--- src/rtl/uart_pkg.sv ---
// Shared types and constants for the UART transmit path.
// The helper wraps a requester index with an explicit compare so non-power-of-two counts work.
package uart_pkg;

  localparam int unsigned UART_BYTE_W = 8;

  typedef enum logic {
    ARB_IDLE,
    ARB_STREAM
  } uart_arb_state;

  function automatic int unsigned rr_next(input int unsigned idx, input int unsigned n);
    return (idx + 1 >= n) ? 0 : idx + 1;
  endfunction

endpackage

--- src/rtl/uart_tx_arbiter_picker.sv ---
// Round-robin priority picker: first set request at or above rr_ptr, wrapping.
// Purely combinational; shared by any arbiter that needs a rotating priority.
module rr_priority_picker #(
  parameter  int unsigned NUM_REQ = 4,
  localparam int unsigned PTR_W   = (NUM_REQ > 1) ? $clog2(NUM_REQ) : 1
) (
  input  logic [NUM_REQ-1:0] req,
  input  logic [PTR_W-1:0]   rr_ptr,
  output logic [NUM_REQ-1:0] pick,
  output logic [PTR_W-1:0]   pick_idx,
  output logic               pick_valid
);

  always_comb begin
    int unsigned idx;
    idx        = 0;
    pick       = '0;
    pick_idx   = '0;
    pick_valid = 1'b0;
    for (int unsigned off = 0; off < NUM_REQ; off++) begin
      idx = 32'(rr_ptr) + off;
      if (idx >= NUM_REQ) begin
        idx = idx - NUM_REQ;
      end
      if (!pick_valid && req[idx]) begin
        pick_valid = 1'b1;
        pick[idx]  = 1'b1;
        pick_idx   = PTR_W'(idx);
      end
    end
  end

endmodule

--- src/rtl/uart_tx_arbiter.sv ---
// Packet-granular round-robin arbiter sharing one UART transmitter byte port.
// An owner keeps the transmitter until a last-flagged byte or MAX_PACKET bytes.
module uart_tx_arbiter
  import uart_pkg::*;
#(
  parameter int unsigned NUM_REQ    = 4,
  parameter int unsigned DATA_WIDTH = UART_BYTE_W,
  parameter int unsigned MAX_PACKET = 64
) (
  input  logic                          clk_in,
  input  logic                          rst_in,
  input  logic [NUM_REQ*DATA_WIDTH-1:0] req_data_in,
  input  logic [NUM_REQ-1:0]            req_valid_in,
  input  logic [NUM_REQ-1:0]            req_last_in,
  output logic [NUM_REQ-1:0]            req_ready_out,
  output logic [DATA_WIDTH-1:0]         tx_data_out,
  output logic                          tx_valid_out,
  input  logic                          tx_ready_in,
  output logic [NUM_REQ-1:0]            grant_out,
  output logic                          busy_out
);

  localparam int unsigned PTR_W = $clog2(NUM_REQ);
  localparam int unsigned CNT_W = $clog2(MAX_PACKET);

  uart_arb_state      state_q, state_d;
  logic [NUM_REQ-1:0] grant_q, grant_d;
  logic [PTR_W-1:0]   owner_q, owner_d;
  logic [PTR_W-1:0]   rr_ptr_q, rr_ptr_d;
  logic [CNT_W-1:0]   byte_count_q, byte_count_d;

  logic [NUM_REQ-1:0] pick;
  logic [PTR_W-1:0]   pick_idx;
  logic               pick_valid;

  logic               streaming;
  logic               owner_valid;
  logic               owner_last;
  logic               xfer;
  logic               pkt_end;

  rr_priority_picker #(
    .NUM_REQ(NUM_REQ)
  ) u_picker (
    .req        (req_valid_in),
    .rr_ptr     (rr_ptr_q),
    .pick       (pick),
    .pick_idx   (pick_idx),
    .pick_valid (pick_valid)
  );

  assign streaming = (state_q == ARB_STREAM);

  // Owner path is a pure one-hot mux on the registered grant: no added latency,
  // and everything collapses to zero the instant reset clears the grant.
  always_comb begin
    tx_data_out = '0;
    owner_valid = 1'b0;
    owner_last  = 1'b0;
    for (int unsigned i = 0; i < NUM_REQ; i++) begin
      if (grant_q[i]) begin
        tx_data_out = req_data_in[i*DATA_WIDTH +: DATA_WIDTH];
        owner_valid = req_valid_in[i];
        owner_last  = req_last_in[i];
      end
    end
  end

  assign tx_valid_out  = streaming & owner_valid;
  assign req_ready_out = streaming ? (grant_q & {NUM_REQ{tx_ready_in}}) : '0;
  assign grant_out     = grant_q;
  assign busy_out      = streaming;

  assign xfer    = tx_valid_out & tx_ready_in;
  assign pkt_end = owner_last || (byte_count_q == CNT_W'(MAX_PACKET - 1));

  always_comb begin
    state_d      = state_q;
    grant_d      = grant_q;
    owner_d      = owner_q;
    rr_ptr_d     = rr_ptr_q;
    byte_count_d = byte_count_q;
    unique case (state_q)
      ARB_IDLE: begin
        if (pick_valid) begin
          state_d      = ARB_STREAM;
          grant_d      = pick;
          owner_d      = pick_idx;
          byte_count_d = '0;
        end
      end
      ARB_STREAM: begin
        if (xfer) begin
          if (pkt_end) begin
            state_d      = ARB_IDLE;
            grant_d      = '0;
            byte_count_d = '0;
            rr_ptr_d     = PTR_W'(rr_next(32'(owner_q), NUM_REQ));
          end else begin
            byte_count_d = byte_count_q + 1'b1;
          end
        end
      end
      default: begin
        state_d = ARB_IDLE;
        grant_d = '0;
      end
    endcase
  end

  always_ff @(posedge clk_in or posedge rst_in) begin
    if (rst_in) begin
      state_q      <= ARB_IDLE;
      grant_q      <= '0;
      owner_q      <= '0;
      rr_ptr_q     <= '0;
      byte_count_q <= '0;
    end else begin
      state_q      <= state_d;
      grant_q      <= grant_d;
      owner_q      <= owner_d;
      rr_ptr_q     <= rr_ptr_d;
      byte_count_q <= byte_count_d;
    end
  end

endmodule

--- config.mk ---
export PLATFORM = sky130hd
export DESIGN_NAME = uart_tx_arbiter
export DESIGN_NICKNAME = d
export VERILOG_FILES = /design/src/rtl/uart_pkg.sv /design/src/rtl/uart_tx_arbiter_picker.sv /design/src/rtl/uart_tx_arbiter.sv
export SDC_FILE = /design/constraint.sdc
export NUM_CORES = 1
export LEC_CHECK = 0
export BUFFER_PORTS_ARGS = -buffer_cell sky130_fd_sc_hd__buf_4
export CAP_MARGIN = 15
export CORE_ASPECT_RATIO = 1.1
export CORE_UTILIZATION = 48
export DETAILED_ROUTE_END_ITERATION = 10
export PLACE_DENSITY_LB_ADDON = 0.08
export REMOVE_ABC_BUFFERS = 1
export SLEW_MARGIN = 20
export SYNTH_ARGS = -nofsm -noshare
export SYNTH_HDL_FRONTEND = slang
export SYNTH_SLANG_ARGS = --single-unit
--- constraint.sdc ---
create_clock -name clk_in -period 3.72 [get_ports clk_in]
set_input_delay 0.186 -clock clk_in [delete_from_list [all_inputs] [get_ports clk_in]]
set_output_delay 0.186 -clock clk_in [all_outputs]
set_load 0.05 [all_outputs]
==> results of run 1 <==
-- worst paths after layout --
check / start / to / slack, ps / cells after the start
worst max-delay path: rr_ptr_q[0] / byte_count_q[3] / 770 / 7
worst max register to register: rr_ptr_q[0] / byte_count_q[3] / 770 / 7
worst min register to register: byte_count_q[4] / byte_count_q[4] / 500 / 1
max in group asynchronous: rst_in / rr_ptr_q[0] / 2850 / 3
worst min-delay path: tx_ready_in / byte_count_q[1] / 260 / 4
min in group asynchronous: rst_in / byte_count_q[1] / 500 / 3
-- through the flow --
| step | utilization, % | std cells | hold WS, ps |
|---|---|---|---|
| finish | 67.72 | 258 | 260.9 |
| global route | 67.72 | 258 | 282.2 |
| CTS | 67.72 | 258 | 255.6 |
| detailed placement | 66.38 | 253 | 267.4 |
| global placement | 66.38 | 253 | 259.5 |
| floorplan | - | 160 | 87.48 |
-- kinds of logic (layout without fill, tap and decap cells) --
group | count (synthesis) | count (layout)
simple gates | 60 | 60
fa+ha+maj | 6 | 6
compound gates | 65 | 65
mux | 8 | 8
buf+inv | 16 | 71
flops | 15 | 15
-- worst register-to-register path, delay by kind of cell, from the launching register on --
family	cells	cell delay [ps]
AO/OA/AOI/OAI	4	1030
adder cells (fa/ha/maj)	1	410
multiplexers	1	640
buffers and inverters	1	160
flip-flops	1	630
-- cells in the mapped netlist, drive strengths merged (2+ instances only) --
cell type | count | share of area [%]
o211ai | 3 | 1.6
o21a | 2 | 1.1
ha | 6 | 5.3
nor3 | 3 | 1.1
mux4 | 4 | 6.6
a22o | 4 | 2.6
dfrtp | 15 | 26
nand2 | 17 | 4.5
o21ai | 16 | 5.6
nor4b | 2 | 1.2
nor2b | 7 | 3.1
and3 | 6 | 2.6
o31ai | 2 | 1.1
a31oi | 2 | 1.9
a21oi | 12 | 4.2
a22oi | 8 | 4.2
o41ai | 2 | 1.2
nor2 | 13 | 3.4
nand3 | 5 | 1.8
mux2i | 2 | 1.4
buf | 4 | 2.4
mux2 | 2 | 1.6
a221oi | 7 | 4.3
nand4 | 2 | 0.88
o2bb2ai | 4 | 2.5
inv | 6 | 1.6
clkbuf | 6 | 1.6
-- layer usage --
layer / part of all wire (%) / global-route usage [%] / vias up
met5: 0 / 0 / -
met4: 0.97 / 7.895 / 0
met3: 8.7 / 4.359 / 4
met2: 48 / 45.15 / 75
met1: 42 / 31.38 / 723
li1: - / - / 766
-- flip-flops by register name (all words and copies together), names as in the netlist --
signal / cells
grant_out: 4
byte_count_q: 6
owner_q: 2
busy_out: 1
rr_ptr_q: 2
-- layout make-up --
cell class                      count  area share (%)
Multi-Input combinational cell    139           51.15
Timing Repair Buffer               61           24.26
Sequential cell                    15           19.78
Tap cell                           33           2.175
Clock buffer                        3           1.187
Inverter                            6           1.187
Clock inverter                      1          0.2637
-- where the power goes --
| group | switching, uW | internal, uW | leakage [uW] | total (uW) |
|---|---|---|---|---|
| Combinational | 719 | 435 | 0.000650 | 1150 |
| Clock | 54.4 | 40.1 | 0.0000177 | 94.5 |
| Sequential | 128 | 211 | 0.000191 | 339 |
| Total | 901 | 687 | 0.000859 | 1590 |
==> flow_metrics.env, run 1 <==
export IMPL_required_ps=3930
export IMPL_ant_nets=0
export IMPL_setup_violations=0
export IMPL_htreeDepth=1
export IMPL_cts_tree="built"
export IMPL_worst_pin_slew_ps=679.5
export IMPL_hold_violations=0
export IMPL_slowest_delay_ps=640
export IMPL_synth_yosys_warnings=0
export IMPL_yosysUniqueCellTypes=41
export IMPL_setup_slack_ps=767.8
export IMPL_synth_simple_area_share_pct=21.16
export IMPL_rsz0062_at_grt="false"
export IMPL_cts_sinks=15
export IMPL_drtIter0Drc=43
export IMPL_critPathLaunchType="flop"
export IMPL_antenna_found_initial=0
export IMPL_synth_top_family_by_area="compound AO/OA/AOI/OAI gates"
export IMPL_grt_pass1_vias=1400
export IMPL_synth_xor_area_share_pct=0
export IMPL_route_vias_total=1568
export IMPL_relSlewSlack_pct=54.70
export IMPL_multi_input_area_um2=970.9
export IMPL_worstSkewPairLatency_ps=290
export IMPL_report_power_total_uw=1588
export IMPL_async_flop_share_pct=100.0
export IMPL_gp_congestion=0.7978
export IMPL_synthFlopType="dfrtp_1"
export IMPL_core_area_um2=2803
export IMPL_drive_gt1_share_pct=32.00
export IMPL_period_share_pct=79.36
export IMPL_path_class="flop to flop"
export IMPL_grt_overflow=0
export IMPL_dieArea_um2=3191
export IMPL_cts_resized=0
export IMPL_grt_use_total_pct=25.74
export IMPL_syn_instance_count=170
export IMPL_wire_per_inst_um=15.12
export IMPL_die_y_um=59.15
export IMPL_cts_buffers=3
export IMPL_numPortBuffers=60
export IMPL_critical_path_arrival_ps=3160
export IMPL_synth_edff_count=0
export IMPL_syn_cell_area_um2=1425
export IMPL_dieWidth_um=53.95
export IMPL_crit_path_top_delay_cell="mux4_2"
export IMPL_slew_violations=0
export IMPL_layout_min_cycle_time_ps=2952
export IMPL_diodes=0
export IMPL_setup_tns_final_ps=0
export IMPL_synth_area_per_cell_um2=8.383
export IMPL_end_kind="flop"
export IMPL_regArea_um2=375.4
export IMPL_drt_total_wl_mm=3.901
export IMPL_synth_ff_latch_count=15
export IMPL_design_area_um2=1898
export IMPL_drc=0
export IMPL_synth_compound_gate_area_share_pct=32.13
export IMPL_grt_pass1_wl_mm=6.030
export IMPL_dp_slack_ps=778.6
export IMPL_io_pins=61
export IMPL_rows=20
export IMPL_final_common_cell="buf_4"
export IMPL_path_max_fanout=13
export IMPL_outcome="finished, final reports clean"
export IMPL_power_density_nw_per_um2=836.6
export IMPL_hold_buffers=1
export IMPL_min_path_type="input pin to flop"
export IMPL_cts_root_buf="clkbuf_4"
export IMPL_grt_max_degree=25
export IMPL_crit_buf_inv=1
export IMPL_drv_cap=0
export IMPL_ir_worst_vdd_mv=0.5324
export IMPL_fin_skew_ps=12.09
export IMPL_dp_hpwl_mm=2.937
export IMPL_synthMuxAreaShare_pct=9.570
export IMPL_nNetsFinal=275
export IMPL_crit_chain="inv_1 > ha_1 > mux4_2 > o41a_1 > a31oi_4 > o21ai_1 > o31ai_1"
export IMPL_p_leak_uw=0.0008589
export IMPL_cts_setup_buffers=0
export IMPL_area_growth_pct=33.19
export IMPL_initial_core_util_pct=50.85
export IMPL_cts_buffer_depth=2
export IMPL_fillers=250
export IMPL_path_clk_slew_ps=100
export IMPL_vias_per_cell=6.078
export IMPL_cpLargestDelayFamily="compound AO/OA/AOI/OAI gates"
export IMPL_fmax_mhz=338.7
export IMPL_drt_pre_antenna_iters=5
export IMPL_placed_cell_area_um2=1861
export IMPL_final_cell_mix="buf_4 (60), nand2_1 (17), dfrtp_1 (15)"
export IMPL_synthAdderAreaFrac_pct=5.268
export IMPL_yosysSeqAreaShare_pct=26.34
(Power assumes the default switching activity.)
==> run 2: changes to the inputs <==
ABC_AREA = 1   (was not set)
CORE_UTILIZATION = 44   (was 48)
clock period = 2.5 ns   (was 3.72 ns; I/O delays follow)
==> run 2 against run 1 <==
Clock power increased by 49%. Largest power group unchanged. Non-clock buffer count unchanged. Critical path type unchanged. Combinational power increased by 71%. Register-to-register slack got worse by 450 ps. Synthesized area increased by 7.3%. First-iteration DRC count increased by 120%.
==> flow_metrics.env, run 2 <==
export IMPL_rows=22
export IMPL_worstHoldStart="tx_ready_in"
export IMPL_grt_max_degree=23
export IMPL_netSwitchingFraction_pct=60.93
export IMPL_dp_hpwl_mm=3.126
export IMPL_syn_cell_area_um2=1529
export IMPL_end_kind="flop"
export IMPL_grt_pass1_wl_mm=6.720
export IMPL_dieWidth_um=58.21
export IMPL_numPortBuffers=60
export IMPL_reg2reg_to="byte_count_q[5]"
export IMPL_r2r_start="rr_ptr_q[0]"
export IMPL_grt_use_total_pct=22.50
export IMPL_reg2regPathDepth=11
export IMPL_slew_violations=0
export IMPL_yosysMostFrequentCell="nand2_1"
export IMPL_cts_tree="built"
export IMPL_vias_per_cell=5.135
export IMPL_pwr_share_seq_pct=18.7
export IMPL_cts_setup_buffers=0
export IMPL_ant_nets=0
export IMPL_synth_edff_count=0
export IMPL_path_clk_slew_ps=90
export IMPL_p_leak_uw=0.001055
export IMPL_drt_pre_antenna_iters=4
export IMPL_yosysUniqueCellTypes=29
export IMPL_cts_root_buf="clkbuf_4"
export IMPL_drv_cap=0
export IMPL_period_share_pct=87.16
export IMPL_gp_congestion=0.8135
export IMPL_power_density_nw_per_um2=1286
export IMPL_synth_area_leaders="dfrtp_1 (25%), nand2_1 (19%), nand3_1 (9.8%)"
export IMPL_critPathLaunchType="flop"
export IMPL_holdPathStages=3
export IMPL_path_max_fanout=15
export IMPL_min_path_type="input pin to flop"
export IMPL_internal_power_uw=1014
export IMPL_wire_per_inst_um=11.95
export IMPL_drc=0
export IMPL_rsz0062_at_grt="false"
export IMPL_synthFlopType="dfrtp_1"
export IMPL_outcome="finished, final reports clean"
export IMPL_yosysSeqAreaShare_pct=24.55
export IMPL_drtIter0Drc=95
export IMPL_worstSkewPairLatency_ps=290
export IMPL_synth_top_area_share_pct=24.55
export IMPL_hold_violations=0
export IMPL_synth_area_per_cell_um2=6.506
export IMPL_critical_path_arrival_ps=2360
export IMPL_cts_resized=0
export IMPL_area_growth_pct=32.08
export IMPL_synth_top_cell_by_area="dfrtp_1"
export IMPL_grt_overflow=0
export IMPL_route_vias_total=1746
export IMPL_initial_core_util_pct=45.91
export IMPL_synth_yosys_warnings=0
export IMPL_diodes=0
export IMPL_final_cell_mix="nand2_1 (76), buf_4 (60), nand3_1 (30)"
export IMPL_clockPowerShare_pct=5.4
export IMPL_htreeDepth=1
export IMPL_relSlewSlack_pct=57.35
export IMPL_combPwrFrac_pct=75.9
export IMPL_fin_skew_ps=1.845
export IMPL_drt_total_wl_mm=4.062
export IMPL_setup_tns_final_ps=0
export IMPL_core_area_um2=3331
export IMPL_grt_pass1_vias=1554
export IMPL_fmax_mhz=458.9
export IMPL_dp_slack_ps=347.7
export IMPL_syn_instance_count=235
export IMPL_worst_pin_slew_ps=639.8
export IMPL_min_to="rr_ptr_q[0]"
export IMPL_cts_sinks=15
export IMPL_nNetsFinal=342
export IMPL_async_flop_share_pct=100.0
export IMPL_ir_worst_vdd_mv=0.4717
export IMPL_required_ps=2690
export IMPL_hold_buffers=1
export IMPL_path_class="flop to flop"
export IMPL_layout_min_cycle_time_ps=2179
export IMPL_final_common_cell="nand2_1"
export IMPL_die_y_um=63.83
export IMPL_r2r_slack_ps=320
export IMPL_synth_common_cells="nand2_1 (76), nand3_1 (30), a21oi_1 (20), o21ai_0 (16), dfrtp_1 (15)"
export IMPL_largest_reg_flops=6
export IMPL_placed_cell_area_um2=1983
export IMPL_p_sw_uw=1582
export IMPL_design_area_um2=2019
export IMPL_synth_ff_latch_count=15
export IMPL_dieArea_um2=3715
export IMPL_drive_gt1_share_pct=28.08
export IMPL_regMostFlops="byte_count_q"
export IMPL_cts_buffer_depth=2
export IMPL_setup_violations=0
export IMPL_setup_slack_ps=321.0
export IMPL_io_pins=61
export IMPL_cts_buffers=3
export IMPL_antenna_found_initial=0
run 2: cell types whose count changed in the layout (fill, tap and decap cells not counted), moves of 6 or more:
cell      delta
a221oi_1     -7
a21oi_1      +8
nor2b_1      -7
inv_1        +7
a22oi_1      -8
and3_1       -6
nand3_1     +25
nand2_1     +59
run 2: through the flow:
stage          total power [uW]  utilization (%)  hold WS [ps]  std cells
2_1_floorplan              1930                -         26.48        227
3_3_place_gp               2450            59.54         211.9        335
3_5_place_dp               2448            59.54         217.3        335
4_1_cts                    2597            60.63         211.7        340
5_1_grt                    2814            60.63         242.6        340
6_report                   2596            60.63         212.2        340
run 2: power groups by stage:
| stage | clock (uW) | sequential, uW | combinational (uW) |
|---|---|---|---|
| after floorplan | 0 | 544 | 1390 |
| after global placement | 0 | 485 | 1970 |
| after detailed placement | 0 | 488 | 1960 |
| after CTS | 144 | 483 | 1970 |
| after global routing | 153 | 505 | 2160 |
| final | 141 | 485 | 1970 |
run 2: cell families after synthesis:
kind of cell	share of synthesized area, %
compound gates	17.19
fa+ha+maj	4.910
buf+inv	7.774
xor+xnor	2.292
flops	24.55
simple gates	43.29
run 2: per-layer routing:
layer | GRT usage (%) | vias to the layer above | part of all wire, %
li1 | - | 897 | -
met1 | 31.27 | 780 | 48
met2 | 36.49 | 62 | 45
met3 | 3.036 | 7 | 6.3
met4 | 5.655 | 0 | 1.1
met5 | 0 | - | 0
run 2: worst max path at each step:
stage	startpoint	end	slack [ps]	cells past startpoint
floorplan	grant_out[0]	tx_data_out[0]	120	6
global placement	rr_ptr_q[0]	byte_count_q[5]	420	11
detailed placement	rr_ptr_q[0]	byte_count_q[5]	350	11
CTS	rr_ptr_q[0]	byte_count_q[5]	330	11
global route	rr_ptr_q[0]	byte_count_q[5]	80	11
finish	rr_ptr_q[0]	byte_count_q[5]	320	11
run 2: critical path, stage by stage (launching register included):
cell and delay (ps):
dfrtp_1 580, inv_4 110, ha_1 380, inv_1 100
nand2_1 70, nand2_1 70, nor2_4 220, nand3_2 120
nand2_4 160, nand2_2 110, nand2_1 80, nand2_1 50
run 2: final cells by class:
type / instances / area (um^2)
Tap cell: 48 / 60.06
Sequential cell: 15 / 375.4
Inverter: 16 / 62.56
Fill cell: 322 / 1311
Clock buffer: 4 / 26.28
Timing Repair Buffer: 61 / 460.4
Multi-Input combinational cell: 196 / 1035
==> run 3: changes to the inputs <==
BUFFER_PORTS_ARGS = not set   (was -buffer_cell sky130_fd_sc_hd__buf_4)
CELL_PAD_IN_SITES_DETAIL_PLACEMENT = 1   (was not set)
CELL_PAD_IN_SITES_GLOBAL_PLACEMENT = 2   (was not set)
CORE_UTILIZATION = 29   (was 44)
DONT_BUFFER_PORTS = 1   (was not set)
==> run 3 against run 2 <==
The flow now finishes with violations (DRC). Non-clock buffer count shrank 41. Cell area shrank 14%. First-iteration DRC count fell by 35%. Maximum frequency up 2.3%.
==> flow_metrics.env, run 3 (same netlist as run 2, synthesis figures left out) <==
export IMPL_outcome="finished, violations left"
export IMPL_violations="DRC"
export IMPL_fin_util_pct=34.63
export IMPL_final_common_cell="nand2_1"
export IMPL_layout_min_cycle_time_ps=2129
export IMPL_numPortBuffers=0
export IMPL_reg2reg_to="byte_count_q[3]"
export IMPL_grt_pass1_vias=1640
export IMPL_grt_pass1_wl_mm=7.700
export IMPL_ir_worst_vdd_mv=0.4336
export IMPL_grt_max_degree=16
export IMPL_nNetsFinal=301
export IMPL_cts_buffers=3
export IMPL_min_path_type="input pin to flop"
export IMPL_crit_chain="inv_4 > ha_1 > inv_1 > nand2_1 > nand2_1 > nor2_4 > nand3_2 > nand2_4 > nand2_2 > nand2_1 > nand2_1"
export IMPL_setup_violations=0
export IMPL_crit_buf_inv=2
export IMPL_cts_tree="built"
export IMPL_hold_violations=0
export IMPL_drt_pre_antenna_iters=7
export IMPL_dp_hpwl_mm=3.872
export IMPL_required_ps=2640
export IMPL_cts_sinks=15
export IMPL_crit_path_top_delay_cell="dfrtp_1"
export IMPL_final_cell_mix="nand2_1 (76), nand3_1 (30), a21oi_1 (20)"
export IMPL_fmax_mhz=469.6
export IMPL_dieWidth_um=71.23
export IMPL_rsz0062_at_grt="false"
export IMPL_area_growth_pct=13.99
export IMPL_drv_cap=0
export IMPL_drt_total_wl_mm=4.756
export IMPL_gp_congestion=0.8607
export IMPL_placed_cells=304
export IMPL_core_area_um2=5034
export IMPL_p_leak_uw=0.0008669
export IMPL_cts_setup_buffers=0
export IMPL_r2r_slack_ps=370
export IMPL_drive_gt1_share_pct=16.33
export IMPL_vias_per_cell=5.362
export IMPL_rows=27
export IMPL_cpMostUsedCell="nand2_1"
export IMPL_io_pins=61
export IMPL_die_y_um=78.16
export IMPL_power_density_nw_per_um2=1544
export IMPL_design_area_um2=1743
export IMPL_slowest_delay_ps=600
export IMPL_endpoint="byte_count_q[3]"
export IMPL_critPathLaunchType="flop"
export IMPL_path_clk_slew_ps=60
export IMPL_r2r_start="rr_ptr_q[0]"
export IMPL_path_max_fanout=15
export IMPL_grt_use_total_pct=17.34
export IMPL_holdWs_ps=137.7
export IMPL_setup_tns_final_ps=0
export IMPL_cts_root_buf="clkbuf_8"
export IMPL_period_share_pct=85.18
export IMPL_placed_cell_area_um2=1688
export IMPL_largest_reg_flops=6
export IMPL_cts_buffer_depth=2
export IMPL_dieArea_um2=5567
export IMPL_htreeDepth=1
export IMPL_fillers=667
export IMPL_grt_overflow=0
export IMPL_end_kind="flop"
export IMPL_regMostFlops="byte_count_q"
export IMPL_slew_violations=0
export IMPL_layoutNonFillerInstCount=309
export IMPL_path_class="flop to flop"
export IMPL_ant_nets=0
export IMPL_wire_per_inst_um=15.39
export IMPL_worstSkewPairLatency_ps=250
export IMPL_drc=9
export IMPL_antenna_found_initial=0
export IMPL_critical_path_arrival_ps=2270
export IMPL_cpLargestDelayFamily="simple AND/OR/NAND/NOR gates"
export IMPL_diodes=0
export IMPL_crit_cells=11
export IMPL_initial_core_util_pct=30.38
export IMPL_route_vias_total=1657
export IMPL_crit_path_start="rr_ptr_q[0]"
export IMPL_relSlewSlack_pct=60.23
export IMPL_worst_pin_slew_ps=595.9
export IMPL_drtIter0Drc=62
export IMPL_fin_skew_ps=3.981
export IMPL_reg2regPathDepth=11
-- run 3: changes by cell type in the layout (fill, tap and decap cells not counted), sizes merged --
cell,before,now
buf,60,19
-- run 3: how the worst min path moves through the flow --
| stage | startpoint | endpoint | slack (ps) | cells after the start |
|---|---|---|---|---|
| 2_1_floorplan | rst_in | busy_out | 30 | 1 |
| 3_3_place_gp | rst_in | owner_q[0] | 100 | 1 |
| 3_5_place_dp | rst_in | owner_q[1] | 110 | 1 |
| 4_1_cts | tx_ready_in | rr_ptr_q[0] | 140 | 2 |
| 5_1_grt | tx_ready_in | rr_ptr_q[0] | 150 | 2 |
| 6_report | tx_ready_in | rr_ptr_q[0] | 140 | 2 |
-- run 3: where the power goes --
| group | switching [uW] | internal [uW] | leakage [uW] | total (uW) |
|---|---|---|---|---|
| registers | 135 | 322 | 0.000192 | 456 |
| clock network | 84.0 | 113 | 0.0000228 | 197 |
| logic | 1420 | 616 | 0.000652 | 2040 |
| total | 1640 | 1050 | 0.000867 | 2690 |
-- run 3: timing repair --
action                    CTS  global route
hold endpoints to repair   15             0
hold buffers                1             0
resized for setup           0             0
-- run 3: worst reg2reg max path, cell delays in order (launching register included) --
cell	delay (ps)
dfrtp_1	600
inv_4	110
ha_1	380
inv_1	110
nand2_1	80
nand2_1	80
nor2_4	100
nand3_2	100
nand2_4	180
nand2_2	130
nand2_1	100
nand2_1	60
-- run 3: area by class of cell --
type	instances	area, um^2	share of cell area, %
multi-input combinational	196	1035	59.37
sequential	15	375.4	21.54
timing repair buffer	20	152.6	8.758
tap	58	72.57	4.164
inverter	16	62.56	3.589
clock buffer	4	45.04	2.584
-- run 3: layer usage --
| metal | routed length [um] | track usage (%) | vias up |
|---|---|---|---|
| met2 | 2219 | 29.24 | 58 |
| met5 | 0 | 0 | - |
| met4 | 31 | 2.000 | 0 |
| li1 | - | - | 815 |
| met3 | 350 | 4.750 | 4 |
| met1 | 2153 | 22.63 | 780 |
-- run 3: per-stage QoR --
| step | power (uW) | setup slack (ps) |
|---|---|---|
| 6_report | 2691 | 370.6 |
| 5_1_grt | 2927 | 146.2 |
| 2_1_floorplan | 1930 | 122.2 |
| 4_1_cts | 2713 | 376.4 |
| 3_3_place_gp | 2462 | 510.8 |
| 3_5_place_dp | 2510 | 379.9 |
